### config.mk
export PLATFORM = sky130hd
export DESIGN_NAME = bcd_stopwatch_datapath
export DESIGN_NICKNAME = d
export VERILOG_FILES = /design/src/rtl/bcd_stopwatch_datapath_pkg.sv /design/src/rtl/bcd_stopwatch_datapath_digit_cell.sv /design/src/rtl/bcd_stopwatch_datapath.sv
export SDC_FILE = /design/constraint.sdc
export NUM_CORES = 1
export LEC_CHECK = 0
export BUFFER_PORTS_ARGS = -buffer_cell sky130_fd_sc_hd__buf_4
export CORE_MARGIN = 2
export CORE_UTILIZATION = 48
export CTS_CLUSTER_SIZE = 12
export DETAILED_ROUTE_END_ITERATION = 7
export HOLD_SLACK_MARGIN = 0.12
export MAX_ROUTING_LAYER = met4
export PLACE_DENSITY_LB_ADDON = 0.08
export SLEW_MARGIN = 20
export SYNTH_ARGS = -nofsm -noshare
export SYNTH_HDL_FRONTEND = slang
export SYNTH_HIERARCHICAL = 1
export SYNTH_SLANG_ARGS = --single-unit
### constraint.sdc
create_clock -name clk -period 6.7 [get_ports clk]
set_input_delay 1.34 -clock clk [delete_from_list [all_inputs] [get_ports clk]]
set_output_delay 1.34 -clock clk [all_outputs]
set_load 0.05 [all_outputs]
### src/rtl/bcd_stopwatch_datapath_pkg.sv
// Shared constants and helpers for the BCD stopwatch datapath.
package bcd_stopwatch_datapath_pkg;

  localparam int         BCD_W   = 4;
  localparam logic [3:0] BCD_MAX = 4'd9;

  // Terminal prescaler value; the caller narrows it to its counter width.
  function automatic int unsigned tick_last(input int unsigned tick_count);
    return tick_count - 32'd1;
  endfunction

endpackage

### src/rtl/bcd_stopwatch_datapath_digit_cell.sv
// One decade of the stopwatch: a 4-bit BCD digit with clear, increment and saturate hold.
module bcd_digit_cell
  import bcd_stopwatch_datapath_pkg::*;
(
  input  logic             clk,
  input  logic             reset,
  input  logic             clr,
  input  logic             inc_en,
  input  logic             hold_max,
  output logic [BCD_W-1:0] digit,
  output logic             is_nine
);

  logic [BCD_W-1:0] digit_q;
  logic [BCD_W-1:0] digit_d;

  always_comb begin
    digit_d = digit_q;
    if (clr) begin
      digit_d = '0;
    end else if (inc_en && !hold_max) begin
      // Anything at or above nine rolls to zero, so the digit can never leave 0..9.
      if (digit_q >= BCD_MAX) begin
        digit_d = '0;
      end else begin
        digit_d = digit_q + 4'd1;
      end
    end else begin
      digit_d = digit_q;
    end
  end

  always_ff @(posedge clk) begin
    if (!reset) begin
      digit_q <= '0;
    end else begin
      digit_q <= digit_d;
    end
  end

  assign digit   = digit_q;
  assign is_nine = (digit_q == BCD_MAX);

endmodule

### src/rtl/bcd_stopwatch_datapath.sv
// Stopwatch datapath: prescaler-driven BCD counter chain with pause, clear, lap freeze
// and wrap/saturate overflow handling.
module bcd_stopwatch_datapath
  import bcd_stopwatch_datapath_pkg::*;
#(
  parameter int DIV_WIDTH  = 24,
  parameter int TICK_COUNT = 5000000,
  parameter int NUM_DIGITS = 3,
  parameter int SAT        = 0
) (
  input  logic                        clk,
  input  logic                        reset,
  input  logic                        run,
  input  logic                        clear,
  input  logic                        lap,
  output logic                        tick,
  output logic [BCD_W*NUM_DIGITS-1:0] digits,
  output logic                        lap_active,
  output logic                        overflow
);

  localparam logic [DIV_WIDTH-1:0] TICK_LAST = DIV_WIDTH'(tick_last(TICK_COUNT));

  logic [DIV_WIDTH-1:0]          div_q,        div_d;
  logic                          tick_q,       tick_d;
  logic                          ovf_q,        ovf_d;
  logic                          lap_active_q, lap_active_d;
  logic                          lap_prev_q,   lap_prev_d;
  logic [BCD_W*NUM_DIGITS-1:0]   lap_val_q,    lap_val_d;

  logic                          tick_edge_s;
  logic                          lap_rise_s;
  logic                          all_nines_s;
  logic                          hold_max_s;
  logic [NUM_DIGITS-1:0]         nine_s;
  logic [NUM_DIGITS-1:0]         inc_en_s;
  logic [BCD_W*NUM_DIGITS-1:0]   live_s;

  assign tick_edge_s = run && !clear && (div_q == TICK_LAST);
  assign lap_rise_s  = lap && !lap_prev_q;
  assign all_nines_s = &nine_s;
  assign hold_max_s  = (SAT != 0) && all_nines_s;

  genvar gi;
  generate
    for (gi = 0; gi < NUM_DIGITS; gi++) begin : g_digit
      // Digits below this one must all read nine for the carry to reach it.
      localparam logic [NUM_DIGITS-1:0] LOWER_MASK =
        (NUM_DIGITS'(1) << gi) - NUM_DIGITS'(1);

      assign inc_en_s[gi] = tick_edge_s && ((nine_s & LOWER_MASK) == LOWER_MASK);

      bcd_digit_cell u_cell (
        .clk      (clk),
        .reset    (reset),
        .clr      (clear),
        .inc_en   (inc_en_s[gi]),
        .hold_max (hold_max_s),
        .digit    (live_s[BCD_W*gi +: BCD_W]),
        .is_nine  (nine_s[gi])
      );
    end
  endgenerate

  always_comb begin
    div_d        = div_q;
    tick_d       = 1'b0;
    ovf_d        = ovf_q;
    lap_active_d = lap_active_q;
    lap_val_d    = lap_val_q;
    lap_prev_d   = lap;

    if (clear) begin
      div_d        = '0;
      ovf_d        = 1'b0;
      lap_active_d = 1'b0;
    end else begin
      if (run) begin
        if (div_q == TICK_LAST) begin
          div_d = '0;
        end else begin
          div_d = div_q + DIV_WIDTH'(1);
        end
      end else begin
        div_d = div_q;
      end

      tick_d = tick_edge_s;

      if (tick_edge_s && all_nines_s) begin
        ovf_d = 1'b1;
      end else begin
        ovf_d = ovf_q;
      end

      // Capture uses the pre-edge live value, even when a tick lands on the same edge.
      if (lap_rise_s) begin
        if (!lap_active_q) begin
          lap_val_d    = live_s;
          lap_active_d = 1'b1;
        end else begin
          lap_active_d = 1'b0;
        end
      end else begin
        lap_active_d = lap_active_q;
      end
    end
  end

  always_ff @(posedge clk) begin
    if (!reset) begin
      div_q        <= '0;
      tick_q       <= 1'b0;
      ovf_q        <= 1'b0;
      lap_active_q <= 1'b0;
      lap_prev_q   <= 1'b0;
      lap_val_q    <= '0;
    end else begin
      div_q        <= div_d;
      tick_q       <= tick_d;
      ovf_q        <= ovf_d;
      lap_active_q <= lap_active_d;
      lap_prev_q   <= lap_prev_d;
      lap_val_q    <= lap_val_d;
    end
  end

  assign digits     = lap_active_q ? lap_val_q : live_s;
  assign tick       = tick_q;
  assign lap_active = lap_active_q;
  assign overflow   = ovf_q;

endmodule

; Yosys cells after proc, flatten, opt, wreduce, memory -nomap -nowiden
; Cells that the tools add are included.
[classes]
n_addsub = 4
magnitude_cmp = 3
eq_ne = 5
mux = 6
n_bitwise = 2
n_reduce_logical = 11
[op_table]
columns = operator, count
row1 = "24-bit by 1-bit adder with 24-bit output, second input constant", 1
row2 = "24-bit by 23-bit == test with 1-bit output, second input constant", 1
row3 = 24-bit two-way mux, 1
row4 = "4-bit by 1-bit adder with 4-bit output, second input constant", 3
row5 = "4-bit == test, second input constant", 3
row6 = "4-bit greater-or-equal comparator, second input constant", 3
row7 = 12-bit two-way mux, 1
row8 = 4-bit two-way mux, 3
row9 = 1-bit logical AND, 6
row10 = 3-bit AND reduction, 1
row11 = "2-bit == test, second input constant", 1
row12 = 1-bit logical NOT, 2
row13 = 1-bit NOT, 2
row14 = 2-bit AND reduction, 1
row15 = 2-bit OR reduction, 1
row16 = 1-bit two-way mux, 1
[word_totals]
register_bits = 52
inputBits = 5
out_inout_bits = 15
elab_cells = 40

; Depth between registers and ports, before layout
; Gate-level depths: netlist of the first run.
[logic_depth]
depth_word = 4
ltp_mapped = 9

; Hierarchy
; Netlist of the first run, hierarchy kept.
[modules_own_cells]
columns = module, n_inst, cells_each, area_each_um2
row1 = bcd_stopwatch_datapath, 1, 205, 1895.6
row2 = bcd_digit_cell, 3, 24, 220.2

; Worst setup path before layout of the first run
; OpenSTA, ideal clock, no wires.
[synth_timing]
path_kind = input port to flip-flop
from = in run
to = reg g_digit[2].u_cell.digit_q[3]
setup_ps = 117
t_arrival_ps = 3292
required_time_ps = 6583
path_slack_ps = 3291
stages = 8
path_cell_list = buf_4 -> nand3_1 -> or4_1 -> or2_2 -> nor4_1 -> nor2b_1 -> a311o_1 -> nor2_1
[synth_between]
elab_chain_len = 3
[synth_rtl]
columns = element, line_no
row1 = from (decl), bcd_stopwatch_datapath.sv:13  ; input logic run,
row2 = 1-bit logical AND (2 in series), bcd_stopwatch_datapath.sv:39  ; assign tick_edge_s = run && !clear && (div_q == TICK_LAST);
row3 = 1-bit logical AND, bcd_stopwatch_datapath.sv:51  ; assign inc_en_s[gi] = tick_edge_s && ((nine_s & LOWER_MASK) == LOWER_MASK);
row4 = named net inc_en_s[2], bcd_stopwatch_datapath.sv:36  ; logic [NUM_DIGITS-1:0] inc_en_s;
row5 = to (signal assigned), bcd_stopwatch_datapath_digit_cell.sv:37  ; digit_q <= digit_d;
row6 = to (decl), bcd_stopwatch_datapath_digit_cell.sv:14  ; logic [BCD_W-1:0] digit_q;
; The timed path passes the listed nets, and every way through them passes these cells.
; A chain may end at the register's enable or synchronous reset.

; Worst setup path after layout of the first run
; Ends and elaborated chain as after synthesis.

==> results.md, run 1 <==
* Final hold vios at 0
* Min-delay src: overflow$_SDFFE_PP0P_
* Hpwl dp at around 3.2 mm
* Status: completed
* Total track usage at 0.175
* Pins Over Slew Limit at 0
* Reg2reg end: g_digit[2].u_cell/digit[3]$_SDFFE_PP0P_
* Synthesis warning total at 6
* Syn-to-layout area delta at 12.6%
* Count of cell types in the netlist at 39
* Hold slack at ~0.47 ns
* Worst setup path class: in2reg
* Max H-tree Level at 2
* WL/cell at ~12 um
* Core area at 0.00511 mm2
* Actual slew at the worst max-slew pin at 0.672 ns
* Fmax achieved at about 300 MHz
* Worst R2R Start: div_q[0]$_SDFFE_PP0P_
* Worst-path fanout max at 7
* Grt ovf at 0
* XOR/XNOR Fraction of Synth Area at 0.0651
* Fin crit period at about 3.4 ns
* Synth Area in Compound Gates at 0.0749
* TNS Setup at 0 ns
* Synth top area cells: dfxtp_1 (41%), mux2i_1 (6.3%), mux2_2 (5.3%)
* Routed vias/inst at 5.22
* CTS Sinks at between 50 and 60
* Hold Crit Class: reg2reg
* Layout Skew at roughly 0.0045 ns
* Total power draw at 0.539 mW
* Initial antenna violation count at 0
* Most frequent cell after synthesis: dfxtp_1
* Avg Inst Size Synth at around 9.2 um2
* 1st-pass router iterations at 4
* Cell accounting for the most synthesized area: dfxtp_1
* Mapped Area at roughly 0.0026 mm2
* Longest Clk Path Bufs at 2
* CP Capture Type: flip-flop
* Hold path cells at 2
* Total inserted antenna cells at 0
* Sequential share of power at 0.579
* Largest family of logic cells by synthesized area: simple AND/OR/NAND/NOR gates
* VDD IR max at 0.000110 V
* Mapped Cells at approximately 280
* Residual DRC count at 0
* Asr flop ratio synth at 0
* Critical path arrival at around 3.6 ns
* Register area share after synthesis at 0.407
* Clk slew on worst S/H paths at roughly 0.090 ns
* Net Sw Frac at 0.202
* Reg2Reg Depth at 8
* Post-DRT Antenna Nets at 0
* NetSw at 0.109 mW
* CP startpoint kind: input port
* Die Y at ~77 um
* Synth top area share at 0.407
* CTS Root Cell: clkbuf_8
* Clock power share at 0.382
* Cell Int Power at about 0.43 mW
* Post-Synth Simple-Gate Area at 0.244
* Wirelength, routed at 4.61 mm
* Final period utilization at 0.504
* Combinational Power Share at 0.039
* Largest net degree at the start of global routing at 25
* RSZ-0062 raised after global routing: false
* Commonest cells in the netlist: dfxtp_1 (52), nor2_1 (32), nor2b_1 (18)
* Clock latency on the worst-skew pair at between 0.2 and 0.3 ns
* Chip width at 77.0 um
* Slew headroom at 0.552
* Nets at roughly 320
* DRT iter0 DRCs at 89
* Setup repair bufs after CTS at 0
* FP Rows at 26
* I/O pin count at 20
* Via count at just under 2000
* Hold path endpoint: overflow$_SDFFE_PP0P_
* Die area at around 0.0059 mm2
* Port Buf Inserts at 19
* Initial Utilization at 0.500
* GPL Wtd Cong at 0.811
* First-pass GRT wire length at just over 8 mm
* Post-synth EDFFs at 0
* Max-Cap Viols at 0
* # resized after CTS at 0
* Fillcell total at about 490
* Post-synthesis register bit count at 52
* Synth Area in Adders at 0.0489
* CTS Hold Bufs at 0
* Vias in the first global route at roughly 1800
* Pwr Density at 187 mW/mm2
* Share of layout cells above drive strength 1 at 0.146
* Final setup fails at 0
* CTS tree: yes
* R2R setup slack at slightly below 4 ns
* Leakage power at around 1 nW
* Mux contribution to synthesized area at 0.116
* Top_reg_cell synth: dfxtp_1
* CTS buffer count at 5
* WP data required at about 7 ns
[routing by layer]
metal / wire length, um / vias to the layer above / part of all wire / global-route usage
met5: 0 / - / 0 / -
met4: 66 / 0 / 0.014 / 0.0536
met3: 203 / 9 / 0.044 / 0.0400
met2: 1920 / 33 / 0.42 / 0.254
met1: 2420 / 886 / 0.52 / 0.244
li1: - / 1014 / - / -
[worst max-delay path by stage]
stage                     from                                      end  slack (ns)  depth (start not counted)
after floorplan            run  g_digit[2].u_cell/digit[3]$_SDFFE_PP0P_        3.29                          8
after global placement     run  g_digit[2].u_cell/digit[1]$_SDFFE_PP0P_        3.09                          8
after detailed placement   run  g_digit[2].u_cell/digit[0]$_SDFFE_PP0P_        3.01                          8
after CTS                  run  g_digit[2].u_cell/digit[3]$_SDFFE_PP0P_        3.32                          8
after global routing       run  g_digit[2].u_cell/digit[3]$_SDFFE_PP0P_        3.13                          8
final                      run  g_digit[2].u_cell/digit[3]$_SDFFE_PP0P_        3.32                          8
[power by group through the flow]
| stage | Sequential, mW | Clock, mW | Combinational (mW) |
|---|---|---|---|
| global route | 0.313 | 0.230 | 0.0229 |
| CTS | 0.312 | 0.215 | 0.0210 |
| global placement | 0.319 | 0 | 0.0207 |
| floorplan | 0.319 | 0 | 0.0146 |
| detailed placement | 0.319 | 0 | 0.0210 |
| finish | 0.312 | 0.206 | 0.0209 |
[kinds of logic after synthesis]
group           Yosys count
simple gates            112
flops                    52
compound gates           30
mux                      28
buf+inv                  25
xor+xnor                 19
fa+ha+maj                10
other cells               1
[through the flow]
| step | cell area, um2 | instances | setup slack (ns) | util |
|---|---|---|---|---|
| finish | 2880 | 372 | 3.32 | 0.563 |
| global route | 2880 | 372 | 3.13 | 0.563 |
| CTS | 2880 | 372 | 3.32 | 0.563 |
| detailed placement | 2770 | 364 | 3.01 | 0.542 |
| global placement | 2770 | 364 | 3.09 | 0.542 |
| floorplan | 2570 | 282 | 3.29 | - |
[worst max-delay path, stage by stage]
cell	delay [ns]
buf_4	0.12
nand3_1	0.16
or4_1	0.56
or2_2	0.36
nor4_1	0.26
nor2b_1	0.38
a311o_1	0.31
nor2_1	0.07
[sequential cells by signal, summed over array words and instances, names as in the netlist]
signal,cells
div_q,24
g_digit.u_cell/digit,12
lap_active,1
lap_prev_q,1
lap_val_q,12
overflow,1
tick,1
[final cells by class]
type / count / area [um2] / area share
multi-input cells: 205 / 1420 / 0.495
flip-flops and latches: 52 / 1040 / 0.362
repair buffers: 21 / 158 / 0.0548
well taps: 70 / 87.6 / 0.0304
clock buffers: 6 / 72.6 / 0.0252
inverters: 16 / 60.1 / 0.0209
clock inverters: 2 / 35.0 / 0.0122
[placed cells by master (no fill, tap or decap), types with 6 or more instances in the layout]
master | synthesis | routed
a21oi_1 | 11 | 11
buf_4 | 1 | 21
conb_1 | 1 | 6
dfxtp_1 | 52 | 52
ha_1 | 10 | 10
inv_1 | 16 | 16
mux2_2 | 12 | 12
mux2i_1 | 16 | 16
nand2_1 | 11 | 11
nand3_1 | 7 | 7
nor2_1 | 32 | 32
nor2b_1 | 18 | 18
o21ai_0 | 6 | 6
o31ai_1 | 6 | 6
or3_1 | 7 | 7
or4_1 | 7 | 7
xnor2_1 | 13 | 13
xor2_1 | 6 | 6
Note: power is estimated with default switching activity, not from simulation.
==> run 2: changes to the inputs <==
==> constraint.sdc (replaced) <==
create_clock -name clk -period 2.9 [get_ports clk]
set_input_delay 0.58 -clock clk [delete_from_list [all_inputs] [get_ports clk]]
set_output_delay 0.58 -clock clk [all_outputs]
set_load 0.05 [all_outputs]
==> run 2 against run 1 <==
  * Final area rose by 0.43%
  * Clock power rose by 100%
  * Combinational power rose by 130%
  * Worst hold slack improved by 0.010 ns
==> results.md, run 2 (synthesized netlist as in run 1, its figures left out) <==
* # resized after CTS at 0 (unchanged)
* Pins Over Slew Limit at 0 (unchanged)
* Global-route met3 utilization at 0.0353 (-0.00471)
* Worst-path fanout max at 5 (-2)
* Hold Crit Class: reg2reg
* Fin crit period at ~2.6 ns
* Nets at 320 (+1.3%)
* CTS tree: yes
* Port Buf Inserts at 19 (unchanged)
* Die area at 0.00593 mm2 (unchanged)
* Worst setup path class: reg2reg
* Longest Clk Path Bufs at 2 (unchanged)
* Worst Path Buf+Inv at 1 (unchanged)
* Max H-tree Level at 2 (unchanged)
* TNS Setup at 0 ns (unchanged)
* FP Rows at 26 (unchanged)
* WP data required at 3.09 ns (-3.80 ns)
* Residual DRC count at 0 (unchanged)
* Largest register FFs at 24 (unchanged)
* Hpwl dp at 3.25 mm (+0.24%)
* DRT iter0 DRCs at 97 (+9.0%)
* Largest net degree at the start of global routing at 19 (-24%)
* Status: completed
* CTS Root Cell: clkbuf_8
* Via count at 1930 (-0.62%)
* Max stage delay on crit path at 0.53 ns (-0.03 ns)
* WL/cell at 12.1 um (-2.7%)
* Grt peak-use layer: met2
* Initial Utilization at 0.500 (unchanged)
* Core area at 0.00511 mm2 (unchanged)
* CTS Sinks at 52 (unchanged)
* Final hold vios at 0 (unchanged)
* Total inserted antenna cells at 0 (unchanged)
* Total track usage at 0.168 (-0.00704)
* CTS buffer count at 5 (unchanged)
* Vias in the first global route at 1767 (-1.6%)
* Register area at 0.00104 mm2 (unchanged)
* Slew headroom at 0.550 (-0.00202)
* Post-DRT Antenna Nets at 0 (unchanged)
* Sequential share of power at 0.609 (+0.030)
* Pwr Density at 410 mW/mm2 (+120%)
* Multi-input logic area at 0.00142 mm2 (unchanged)
* Crit-path slowest cell: or4_1
* Fmax achieved at 389 MHz
* Clock power share at 0.350 (-0.032)
* Grt ovf at 0 (unchanged)
* Layout Skew at 0.0104 ns (+0.00595 ns)
* Fillcell total at 505 (+3.5%)
* Max-Cap Viols at 0 (unchanged)
* Clock latency on the worst-skew pair at 0.30 ns (about the same)
* Syn-to-layout area delta at 13.1%
* Wirelength, routed at 4.54 mm (-1.6%)
* Clk slew on worst S/H paths at 0.08 ns (about the same)
* Initial antenna violation count at 0 (unchanged)
* Most common cell after layout, fill and taps aside: dfxtp_1
* Largest reg by FF count: div_q
* First-pass GRT wire length at 8.02 mm (-2.4%)
* CP Cell Sequence: ha_1 > nand3_1 > or4_1 > or2_2 > nor4_1 > nor2b_1 > buf_4 > mux2i_1 > nor2_1
* CTS Hold Bufs at 0 (unchanged)
* CP startpoint kind: flip-flop
* Global Route met1 Usage at 0.236 (-0.00864)
* Die Y at 77.0 um (unchanged)
* Total power draw at 1.18 mW (+120%)
* Actual slew at the worst max-slew pin at 0.675 ns (+0.00302 ns)
* Chip width at 77.0 um (unchanged)
* Final period utilization at 0.885
* Leakage power at 1.01 nW (+0.99%)
* Net Sw Frac at 0.212 (+0.0103)
* Routing usage on met2 at 0.244 (-0.0105)
* Combinational Power Share at 0.041 (+0.002)
* NetSw at 0.251 mW (+130%)
* Critical path arrival at 2.76 ns (-0.81 ns)
* RSZ-0062 raised after global routing: false
* Commonest cells after routing, fill and taps aside: dfxtp_1 (52), nor2_1 (32), buf_4 (25), nor2b_1 (18)
* I/O pin count at 20 (unchanged)
* CP top delay family: simple AND/OR/NAND/NOR gates
* Setup repair bufs after CTS at 0 (unchanged)
* 1st-pass router iterations at 4 (unchanged)
* GPL Wtd Cong at 0.773 (-4.8%)
* Share of layout cells above drive strength 1 at 0.154 (+0.00790)
* Final setup fails at 0 (unchanged)
* Routed vias/inst at 5.13 (-1.7%)
* VDD IR max at 0.000321 V (+190%)
* Cell Int Power at 0.933 mW (+120%)
* CP Capture Type: flip-flop
[run 2: changes by cell type in the layout (fill, tap and decap cells not counted)]
cell	change
clkinv_2	-1
clkbuf_8	+1
bufinv_16	-1
clkbuf_1	+1
buf_4	+4
[run 2: final cells by class]
| type | count | share of cell area |
|---|---|---|
| inverters | 16 | 0.0208 |
| well taps | 70 | 0.0303 |
| multi-input cells | 205 | 0.493 |
| repair buffers | 25 | 0.0649 |
| flip-flops and latches | 52 | 0.360 |
| clock buffers | 8 | 0.0312 |
[run 2: per-stage QoR]
step	area, um2	hold slack, ns	setup slack [ns]	util	std cells
6_report	2890	0.482	0.332	0.566	376
5_1_grt	2890	0.509	0.0959	0.566	376
4_1_cts	2890	0.483	0.312	0.566	376
3_5_place_dp	2800	0.471	0.214	0.548	368
3_3_place_gp	2800	0.471	0.263	0.548	368
2_1_floorplan	2570	0.452	0.251	-	282
[run 2: power groups by stage]
stage	registers, mW	clock network [mW]	logic, mW
finish	0.721	0.415	0.0485
global route	0.721	0.462	0.0537
CTS	0.721	0.431	0.0491
detailed placement	0.738	0	0.0488
global placement	0.738	0	0.0489
floorplan	0.737	0	0.0337
[run 2: metal layers]
layer	wire, um	part of all wire
met1	2480	0.55
met2	1870	0.41
met3	133	0.029
met4	51	0.011
met5	0	0
[run 2: path summary, 6_finish.rpt]
kind	startpoint	endpoint	slack, ns	depth (start not counted)
setup / recovery	div_q[0]$_SDFFE_PP0P_	g_digit[2].u_cell/digit[1]$_SDFFE_PP0P_	0.33	9
hold / removal	overflow$_SDFFE_PP0P_	overflow$_SDFFE_PP0P_	0.48	2
setup reg to reg	div_q[0]$_SDFFE_PP0P_	g_digit[2].u_cell/digit[1]$_SDFFE_PP0P_	0.33	9
hold reg to reg	overflow$_SDFFE_PP0P_	overflow$_SDFFE_PP0P_	0.48	2
[run 2: worst min-delay path: cells and delay by family (launching register included)]
family           cells  cell delay, ns
flip-flops           1            0.33
AO/OA/AOI/OAI        1            0.05
AND/OR/NAND/NOR      1            0.06
